===== config.mk =====
export PLATFORM = sky130hd
export DESIGN_NAME = tcm_enc_sched_flat
export DESIGN_NICKNAME = d
export VERILOG_FILES = /design/src/rtl/tcm_enc_sched_pkg.sv /design/src/rtl/tcm_enc_sched_if.sv /design/src/rtl/tcm_enc_sched_sps_strobe.sv /design/src/rtl/tcm_enc_sched.sv /design/src/flat_wrapper.sv
export SDC_FILE = /design/constraint.sdc
export NUM_CORES = 1
export LEC_CHECK = 0
export CAP_MARGIN = 10
export CELL_PAD_IN_SITES_DETAIL_PLACEMENT = 1
export CELL_PAD_IN_SITES_GLOBAL_PLACEMENT = 1
export CORE_MARGIN = 8
export CORE_UTILIZATION = 34
export DETAILED_ROUTE_END_ITERATION = 6
export PLACE_DENSITY = 0.77
export SLEW_MARGIN = 20
export SYNTH_ARGS = -nofsm -noshare
export SYNTH_HDL_FRONTEND = slang
export SYNTH_SLANG_ARGS = --single-unit
export TNS_END_PERCENT = 5

===== constraint.sdc =====
create_clock -name iclk -period 2.45 [get_ports iclk]
set_input_delay 0.6125 -clock iclk [delete_from_list [all_inputs] [get_ports iclk]]
set_output_delay 0.6125 -clock iclk [all_outputs]
set_load 0.02 [all_outputs]

===== src/rtl/tcm_enc_sched_pkg.sv =====
// Shared types and constants for the tcm_enc packet scheduler.
package tcm_enc_sched_pkg;

  typedef enum logic {
    IDLE,
    RUN
  } state_t;

  // 8PSK samples per 4D symbol slot; one data word is issued per slot
  localparam int unsigned cSYMB_PER_WORD = 4;

  typedef logic [1:0] code_t;

  // Information bits per 4D symbol for code 0..3
  localparam int unsigned cCODE_BITS [4] = '{8, 9, 10, 11};

endpackage


===== src/rtl/tcm_enc_sched_if.sv =====
// Word path between the scheduler, its source and the tcm_enc encoder.
interface tcm_enc_sched_if
  import tcm_enc_sched_pkg::*;
#(
  parameter int unsigned pDAT_W = 11
) ();

  logic              ival;
  logic [pDAT_W-1:0] idat;
  logic              ordy;
  code_t             ocode;
  logic              o1sps;
  logic              osop;
  logic              oeop;
  logic              oval;
  logic [pDAT_W-1:0] odat;

  modport master (
    output ival, idat,
    input  ordy, ocode, o1sps, osop, oeop, oval, odat
  );

  modport slave (
    input  ival, idat,
    output ordy, ocode, o1sps, osop, oeop, oval, odat
  );

endinterface


===== src/rtl/tcm_enc_sched_sps_strobe.sv =====
// Sample-rate divider and 4-phase symbol counter for tcm_enc_sched.
// Strobe fires when the divider is at 0; slot is the strobe at phase 0.
module tcm_sps_strobe
  import tcm_enc_sched_pkg::*;
#(
  parameter int unsigned pSPS_W = 8
) (
  input  logic              iclk,
  input  logic              ireset,
  input  logic              iclkena,
  input  logic [pSPS_W-1:0] isps_div,
  output logic              ostrobe,
  output logic              oslot
);

  logic [pSPS_W-1:0] cnt_q, cnt_d, div_q, lim;
  logic [1:0]        phase_q, phase_d;

  // Divider limit is sampled at count 0 so a new isps_div only applies from the next wrap
  always_comb begin
    lim     = (cnt_q == '0) ? isps_div : div_q;
    cnt_d   = (cnt_q == lim) ? '0 : cnt_q + pSPS_W'(1);
    phase_d = (phase_q == 2'(cSYMB_PER_WORD - 1)) ? '0 : phase_q + 2'd1;
    ostrobe = iclkena & (cnt_q == '0);
    oslot   = ostrobe & (phase_q == '0);
  end

  // Divider, latched limit and phase state
  always_ff @(posedge iclk or posedge ireset) begin
    if (ireset) begin
      cnt_q   <= '0;
      div_q   <= '0;
      phase_q <= '0;
    end else if (iclkena) begin
      cnt_q <= cnt_d;
      if (cnt_q == '0) div_q <= isps_div;
      if (ostrobe) phase_q <= phase_d;
    end
  end

endmodule


===== src/rtl/tcm_enc_sched.sv =====
// Packet scheduler in front of tcm_enc (4D-8PSK TCM): one source word per
// 4-sample slot, framed with sop/eop, code latched per packet.
// Optional statistics counters: define TCM_ENC_SCHED_STAT_EN.
module tcm_enc_sched
  import tcm_enc_sched_pkg::*;
#(
  parameter int unsigned pLEN_W = 16,
  parameter int unsigned pSPS_W = 8,
  parameter int unsigned pDAT_W = 11
) (
  input  logic              iclk,
  input  logic              ireset,
  input  logic              iclkena,
  input  logic              irun,
  input  code_t             icode,
  input  logic [pLEN_W-1:0] ilen,
  input  logic [pSPS_W-1:0] isps_div,
  tcm_enc_sched_if.slave    bus,
  output logic              obusy,
  output logic              ounderrun,
  output logic [15:0]       opkt_cnt,
  output logic [15:0]       oudr_cnt
);

  logic              strobe, slot;
  logic              ordy, xfer, last;
  state_t            state_q;
  logic [pLEN_W-1:0] len_q, wcnt_q;
  code_t             code_q;
  logic              sps_q, val_q, sop_q, eop_q, udr_q;
  logic [pDAT_W-1:0] dat_q;

  tcm_sps_strobe #(.pSPS_W(pSPS_W)) u_sps (
    .iclk     (iclk),
    .ireset   (ireset),
    .iclkena  (iclkena),
    .isps_div (isps_div),
    .ostrobe  (strobe),
    .oslot    (slot)
  );

  // Source handshake and end-of-packet detect
  always_comb begin
    ordy = (state_q == RUN) & slot;
    xfer = ordy & bus.ival;
    last = (wcnt_q == len_q - pLEN_W'(1));
  end

  // Packet FSM with registered encoder-side outputs
  always_ff @(posedge iclk or posedge ireset) begin
    if (ireset) begin
      state_q <= IDLE;
      len_q   <= '0;
      wcnt_q  <= '0;
      code_q  <= '0;
      sps_q   <= 1'b0;
      val_q   <= 1'b0;
      sop_q   <= 1'b0;
      eop_q   <= 1'b0;
      udr_q   <= 1'b0;
      dat_q   <= '0;
    end else if (iclkena) begin
      sps_q <= strobe;
      val_q <= 1'b0;
      sop_q <= 1'b0;
      eop_q <= 1'b0;
      udr_q <= 1'b0;
      case (state_q)
        IDLE: begin
          if (irun && bus.ival && (ilen != '0)) begin
            len_q   <= ilen;
            code_q  <= icode;
            wcnt_q  <= '0;
            state_q <= RUN;
          end
        end
        RUN: begin
          if (xfer) begin
            val_q  <= 1'b1;
            dat_q  <= bus.idat;
            sop_q  <= (wcnt_q == '0);
            eop_q  <= last;
            wcnt_q <= wcnt_q + pLEN_W'(1);
            if (last) state_q <= IDLE;
          end else if (slot) begin
            udr_q <= 1'b1;
          end
        end
        default: state_q <= IDLE;
      endcase
    end
  end

  assign bus.ordy  = ordy;
  assign bus.ocode = code_q;
  assign bus.o1sps = sps_q;
  assign bus.oval  = val_q;
  assign bus.osop  = sop_q;
  assign bus.oeop  = eop_q;
  assign bus.odat  = dat_q;
  assign obusy     = (state_q == RUN);
  assign ounderrun = udr_q;

`ifdef TCM_ENC_SCHED_STAT_EN
  logic [15:0] pkt_q, udr_cnt_q;

  // Saturating statistics, updated together with the registered eop/underrun pulses
  always_ff @(posedge iclk or posedge ireset) begin
    if (ireset) begin
      pkt_q     <= '0;
      udr_cnt_q <= '0;
    end else if (iclkena) begin
      if (xfer && last && (pkt_q != '1)) pkt_q <= pkt_q + 16'd1;
      if (ordy && !bus.ival && (udr_cnt_q != '1)) udr_cnt_q <= udr_cnt_q + 16'd1;
    end
  end

  assign opkt_cnt = pkt_q;
  assign oudr_cnt = udr_cnt_q;
`else
  assign opkt_cnt = '0;
  assign oudr_cnt = '0;
`endif

endmodule


===== src/flat_wrapper.sv =====
// flat-port wrapper written by rule: the top's interface ports become plain ports
module tcm_enc_sched_flat import tcm_enc_sched_pkg::*;
#(
  parameter int unsigned pLEN_W = 16,
  parameter int unsigned pSPS_W = 8,
  parameter int unsigned pDAT_W = 11
)
  (iclk, ireset, iclkena, irun, icode, ilen, isps_div, obusy, ounderrun, opkt_cnt, oudr_cnt, bus_ival, bus_idat, bus_ordy, bus_ocode, bus_o1sps, bus_osop, bus_oeop, bus_oval, bus_odat);
  tcm_enc_sched_if #(.pDAT_W(pDAT_W)) bus_i ();
  input  logic iclk;
  input  logic ireset;
  input  logic iclkena;
  input  logic irun;
  input  code_t icode;
  input  logic [pLEN_W-1:0] ilen;
  input  logic [pSPS_W-1:0] isps_div;
  output logic obusy;
  output logic ounderrun;
  output logic [15:0] opkt_cnt;
  output logic [15:0] oudr_cnt;
  input wire logic [$bits(bus_i.ival)-1:0] bus_ival;
  input wire logic [$bits(bus_i.idat)-1:0] bus_idat;
  output wire logic [$bits(bus_i.ordy)-1:0] bus_ordy;
  output wire logic [$bits(bus_i.ocode)-1:0] bus_ocode;
  output wire logic [$bits(bus_i.o1sps)-1:0] bus_o1sps;
  output wire logic [$bits(bus_i.osop)-1:0] bus_osop;
  output wire logic [$bits(bus_i.oeop)-1:0] bus_oeop;
  output wire logic [$bits(bus_i.oval)-1:0] bus_oval;
  output wire logic [$bits(bus_i.odat)-1:0] bus_odat;
  assign bus_i.ival = bus_ival;
  assign bus_i.idat = bus_idat;
  assign bus_ordy = bus_i.ordy;
  assign bus_ocode = bus_i.ocode;
  assign bus_o1sps = bus_i.o1sps;
  assign bus_osop = bus_i.osop;
  assign bus_oeop = bus_i.oeop;
  assign bus_oval = bus_i.oval;
  assign bus_odat = bus_i.odat;
  tcm_enc_sched #(.pLEN_W(pLEN_W), .pSPS_W(pSPS_W), .pDAT_W(pDAT_W)) u_core (.iclk(iclk), .ireset(ireset), .iclkena(iclkena), .irun(irun), .icode(icode), .ilen(ilen), .isps_div(isps_div), .bus(bus_i), .obusy(obusy), .ounderrun(ounderrun), .opkt_cnt(opkt_cnt), .oudr_cnt(oudr_cnt));
endmodule

# After elaboration in Yosys (flattened, before gate mapping)
# Index checks and enable logic that the tools add are counted.
# totals
output_inout_bits	52
n_memories	0
ram_bits	0
latchBits	0
rom_bits	0
regBits	69
wordCells	56
# op_classes
n_shift	0
reduce_logical	10
n_mul	0
n_div	0
muxes	19
eq_ne	5
bitwise	5
n_lt_le_gt_ge	0
n_addsub	4
# ops
op	n
$mux W16	2
$pmux W16 S2	1
$add A16 B1 Y16 const B	1
$eq A16 B16 Y1	1
$logic_not A16 Y1	1
$mux W8	2
$reduce_bool A16 Y1	1
$sub A16 B1 Y16 const B	1
$mux W1	12
$reduce_and A3 Y1	3
$add A8 B1 Y8 const B	1
$eq A8 B8 Y1	1
$logic_not A8 Y1	1
$and A1 B1 Y1	4
$ne A2 B1 Y1 const B	2
$add A2 B1 Y2 const B	1
$eq A2 B2 Y1 const B	1
$logic_and A1 B1 Y1	2
$logic_not A2 Y1	1
$mux W2	1
$pmux W1 S2	1
$reduce_and A2 Y1	1
$not A1 Y1	1

# Longest topological paths before layout
# logic_depth
ltp_word	7
mapped_depth	9
mapped_depth_nobuf	8

# Modules after synthesis
# Synthesis repeated with hierarchy kept, for this count alone.
# unflattened
hier_cells	467
area_unflattened_um2	4189.0
# modules_own_cells
module	seq_area_each_um2	instances	area_each_um2	cells_per_inst
tcm_enc_sched	1276.2	1	3124.2	358
tcm_sps_strobe	450.4	1	1064.8	109

# Worst setup path after synthesis
# No wires, ideal clock.
# synth_path
path_kind	reg-to-reg
startpoint	register u_core.len_q[0]
endpoint	register u_core.state_q (netlist: u_core.obusy)
required_time_ps	2329
path_slack_ps	-160
t_arrival_ps	2489
setup_time_ps	121
stages_incl_launch_ff	10
path_cell_list	dfrtp_1 > inv_1 > ha_1 > or4b_2 > clkbuf_1 > xor2_1 > nor2_1 > a31oi_1 > or4_1 > o22a_1
# synth_via
elab_chain_cells	5
# synth_rtl
item	line_no	rtl
start: declaration	tcm_enc_sched.sv:28	logic [pLEN_W-1:0] len_q, wcnt_q;
start signal: assignment	tcm_enc_sched.sv:71	len_q <= ilen;
$sub A16 B1 Y16	tcm_enc_sched.sv:46	last = (wcnt_q == len_q - pLEN_W'(1));
$eq A16 B16 Y1	tcm_enc_sched.sv:46	
$mux W1	tcm_enc_sched.sv:84	if (last) state_q <= IDLE;
$mux W1	tcm_enc_sched.sv:78	if (xfer) begin
$pmux W1 S2	tcm_enc_sched.sv:68	case (state_q)
end signal: assignment	tcm_enc_sched.sv:52	state_q <= IDLE;
end signal: assignment	tcm_enc_sched.sv:84	
end signal: assignment	tcm_enc_sched.sv:89	default: state_q <= IDLE;
end: declaration	tcm_enc_sched.sv:27	state_t state_q;
# Every way passes these cells.
# A chain may end at the register's enable or synchronous reset.

# Worst setup path in the final report
# layout_path
startpoint	register u_core.u_sps.cnt_q[0]
endpoint	register u_core.wcnt_q[5]
# layout_via
elab_chain_cells	7
# layout_rtl
item	line_no	rtl
start: declaration	tcm_enc_sched_sps_strobe.sv:16	logic [pSPS_W-1:0] cnt_q, cnt_d, div_q, lim;
start signal: assignment	tcm_enc_sched_sps_strobe.sv:35	cnt_q <= cnt_d;
$logic_not A8 Y1	tcm_enc_sched_sps_strobe.sv:24	ostrobe = iclkena & (cnt_q == '0);
$and A1 B1 Y1	tcm_enc_sched_sps_strobe.sv:24	
$and A1 B1 Y1	tcm_enc_sched_sps_strobe.sv:25	oslot = ostrobe & (phase_q == '0);
$and A1 B1 Y1	tcm_enc_sched.sv:44	ordy = (state_q == RUN) & slot;
$and A1 B1 Y1	tcm_enc_sched.sv:45	xfer = ordy & bus.ival;
$ne A2 B1 Y1 (no source line)	--	
$reduce_and A3 Y1 (no source line)	--	
end signal: assignment	tcm_enc_sched.sv:83	wcnt_q <= wcnt_q + pLEN_W'(1);
end: declaration	tcm_enc_sched.sv:28	
# Every way passes these cells.

==> results.tsv <==
stage	metric	value	unit
critical_path	startpoint_type	register	
synth	ys_ff_latch	69	
floorplanning	io_pins	94	
critical_path	path_class	register to register	
final_layout	multi_input_area	2231	um2
cts	numCtsBuffers	9	
hold_path	hold_class	register to register	
critical_path	crit_path_start	u_core.u_sps.cnt_q[0]$_DFFE_PP0P_	
global_route	antenna_found_initial	0	
critical_path	critPathArrivalTime	2.64	ns
floorplanning	core	12010	um2
sta	skew	0.006371	ns
critical_path	critical-path-slowest-cell	or4b_4	
final_layout	register_area	1727	um2
final_layout	layout-drive-gt1-share	0.1732	
cts	cts_hold_buf	0	
cts	htreeDepth	3	
drt	dr.first_iter.drc_count	233	
critical_path	r2r-start	u_core.u_sps.cnt_q[0]$_DFFE_PP0P_	
final_layout	nFillCells	1418	
drt	first_pass_iters	4	
floorplanning	fp.dieArea	16110	um2
cts	cts_root_buf	clkbuf_16	
final_layout	nets	628	
sta	worst_slew_pin_slew	0.4783	ns
critical_path	worst-r2r-cell-count	9	
synth	ys_warn_count	0	
synth	netlist_instances	480	
sta	fin_crit_sh	0.9855	
placement	gp_congestion	0.8213	
drt	route.detailed.drc	0	
power_and_ir_drop	cellPowerDensity	736.6	nW/um2
placement	numPortBuffers	61	
critical_path	reg2reg_to	u_core.wcnt_q[5]$_DFFE_PP0P_	
synth	ys_seq_area_frac	0.4128	
run	max-cap-violations	0	
cts	clkSinkCount	69	
global_route	grt_max_degree	70	
sta	rsz0062_at_grt	true	
sta	timing.final.ws_setup	0.03548	ns
sta	slew_headroom	0.6729	
cts	cts_tree	built	
synth	synth_cell_types	55	
global_route	grt.total_usage	0.1643	
global_route	grt_pass1_vias	4156	
power_and_ir_drop	ir_drop	276.0	uV
power_and_ir_drop	p_leak	2.474	nW
floorplanning	die_width	126.9	um
sta	finalSetupViolations	0	
critical_path	crit_path_max_fanout	4	
synth	synth-edff-count	0	
cts	insertion_delay	0.33	ns
critical_path	crit_chain	inv_1, ha_1, or4b_4, nor4_4, buf_4, nand4_1, nor2_1, xnor2_1, nor2_1	
cts	clkTransAtPathRegs	0.06	ns
sta	hold_viol	0	
sta	maxSlewViolCount	0	
synth	synth_area	4183	um2
run_status	status	finished, final reports clean	
final_layout	antenna_cells	0	
power_and_ir_drop	fin_total_pwr	4.091	mW
sta	finalCriticalPeriod	2.415	ns
global_route	grt_pass1_wl	21.33	mm
placement	place_ws	-0.2634	ns
critical_path	cp-end-kind	register	
floorplanning	die_h	126.9	um
drt	detail_route.wirelength	12.91	mm
placement	place_area	5174	um2
hold_path	min_to	u_core.bus.odat[2]$_DFFE_PP0P_	
final_layout	fin_area	5554	um2
synth	synth-async-reset-ratio	1.000	
hold_path	holdCritStartpoint	u_core.bus.odat[2]$_DFFE_PP0P_	
drt	num_vias	3772	
placement	dp_hpwl	9.732	mm
hold_path	hold_path_depth	2	
final_layout	areaGrowthSynthToFinish	32.78	%
synth	ys.flop_type	dfrtp_1	
critical_path	worstPathRequired	2.67	ns
sta	setup_tns	0	ns
sta	hold_ws	0.4639	ns
global_route	overflow	0	
drt	antenna_left	0	
critical_path	r2r_slack	0.04	ns
synth	syn_avg_cell_area	8.714	um2
critical_path	slowest_delay	0.51	ns
drt	avgViaCountPerCell	5.167	
sta	fmax	414.2	MHz
drt	wl_per_cell	17.68	um
floorplanning	rows	40	
critical_path	crit_path_frequent_cell	nor2_1	
floorplanning	start_util	0.3482	
cts	clockBufferDepth	2	
[report_power, final]
| part | switching, mW | internal, mW |
|---|---|---|
| clock | 0.499 | 0.838 |
| combinational | 0.692 | 0.605 |
| sequential | 0.163 | 1.29 |
[critical path: cells and delay by family (launching register included)]
family / cells / cell delay (ns)
buffers and inverters: 2 / 0.27
adders and majority gates: 1 / 0.18
DFF: 1 / 0.38
xor gates and xnor gates: 1 / 0.14
and+or+nand+nor: 5 / 1.34
[metrics by stage]
stage,cells,utilization
floorplan,511,-
global placement,712,0.4307
detailed placement,712,0.4307
CTS,727,0.4568
global route,730,0.4624
finish,730,0.4624
[state kept, by name, indices dropped and copies added (netlist names), 2 cells and up]
| signal | cells |
|---|---|
| u_core.bus.ocode | 2 |
| u_core.bus.odat | 11 |
| u_core.len_q | 16 |
| u_core.u_sps.cnt_q | 8 |
| u_core.u_sps.div_q | 8 |
| u_core.u_sps.phase_q | 2 |
| u_core.wcnt_q | 16 |
[layer usage]
metal	GRT usage	part of all wire	wire length, um
met1	0.1820	0.39	4999
met2	0.2913	0.54	6997
met3	0.03812	0.045	579
met4	0.07768	0.025	329
met5	0	0	0
[logic make-up after synthesis]
kind of cell    count (synthesis)  synth area share
xor+xnor                       32           0.06701
buf+inv                        79            0.1002
other cells                     1         0.0008965
flops                          69            0.4128
simple gates                  212            0.2561
fa+ha+maj                       7           0.02094
compound gates                 68            0.1107
mux                            12           0.03141
[placed cells by master (no fill, tap or decap), types with 3 or more instances in the layout]
master / count
nor2b_1: 6
mux2i_1: 3
dfrtp_1: 69
clkdlybuf4s50_1: 60
o21ai_0: 19
inv_2: 3
inv_1: 19
conb_1: 32
o2111ai_1: 3
xnor2_1: 23
nand2b_1: 5
or4_1: 3
a21o_1: 4
o31ai_1: 3
nand3b_1: 3
xor2_1: 9
ha_1: 6
a21oi_1: 9
nor3_1: 13
nand3_1: 18
o22ai_1: 6
a31oi_1: 3
nand2_1: 98
buf_4: 51
or3_1: 7
clkbuf_16: 9
nor2_1: 19
nor4_1: 8
a211oi_1: 4
nand4_1: 6
mux2_2: 9
[what timing repair did]
item,in CTS,in global routing
setup endpoints to repair,5,12
pin swaps,0,2
setup buffers,0,3
gates resized for setup,5,10
[how the worst max path moves through the flow]
stage                     cells after the start                            to
after floorplan                               8      u_core.obusy$_DFFE_PP0P_
after global placement                        4                      bus_ordy
after detailed placement                      7      u_core.obusy$_DFFE_PP0P_
after CTS                                     7      u_core.obusy$_DFFE_PP0P_
after global routing                          9  u_core.wcnt_q[9]$_DFFE_PP0P_
final                                         9  u_core.wcnt_q[5]$_DFFE_PP0P_
[cell type report]
class / instances / share of cell area
multi-input combinational: 363 / 0.4017
clock buffer: 12 / 0.04618
inverter: 22 / 0.01487
sequential: 69 / 0.3109
timing repair buffer: 114 / 0.1852
clock inverter: 3 / 0.008110
tap: 147 / 0.03312
[cell usage after synthesis, types with 4 or more instances]
cell | number | share of area
or3_1 | 7 | 0.010
ha_1 | 7 | 0.021
o21ai_0 | 20 | 0.024
xor2_1 | 9 | 0.019
nor4_1 | 9 | 0.013
a21o_1 | 4 | 0.0072
mux2_2 | 9 | 0.024
clkbuf_1 | 23 | 0.021
buf_4 | 32 | 0.057
nor2b_1 | 6 | 0.0090
a211oi_1 | 5 | 0.0090
or4_1 | 4 | 0.0072
nand3_1 | 18 | 0.022
dfrtp_1 | 69 | 0.41
nand4_1 | 6 | 0.0090
nand2b_1 | 5 | 0.0075
nor3_1 | 13 | 0.016
a21oi_1 | 10 | 0.012
inv_1 | 22 | 0.020
o22ai_1 | 6 | 0.0090
nand2_1 | 98 | 0.088
nor2_1 | 21 | 0.019
xnor2_1 | 23 | 0.048
Note: power is estimated with default switching activity, not from simulation.
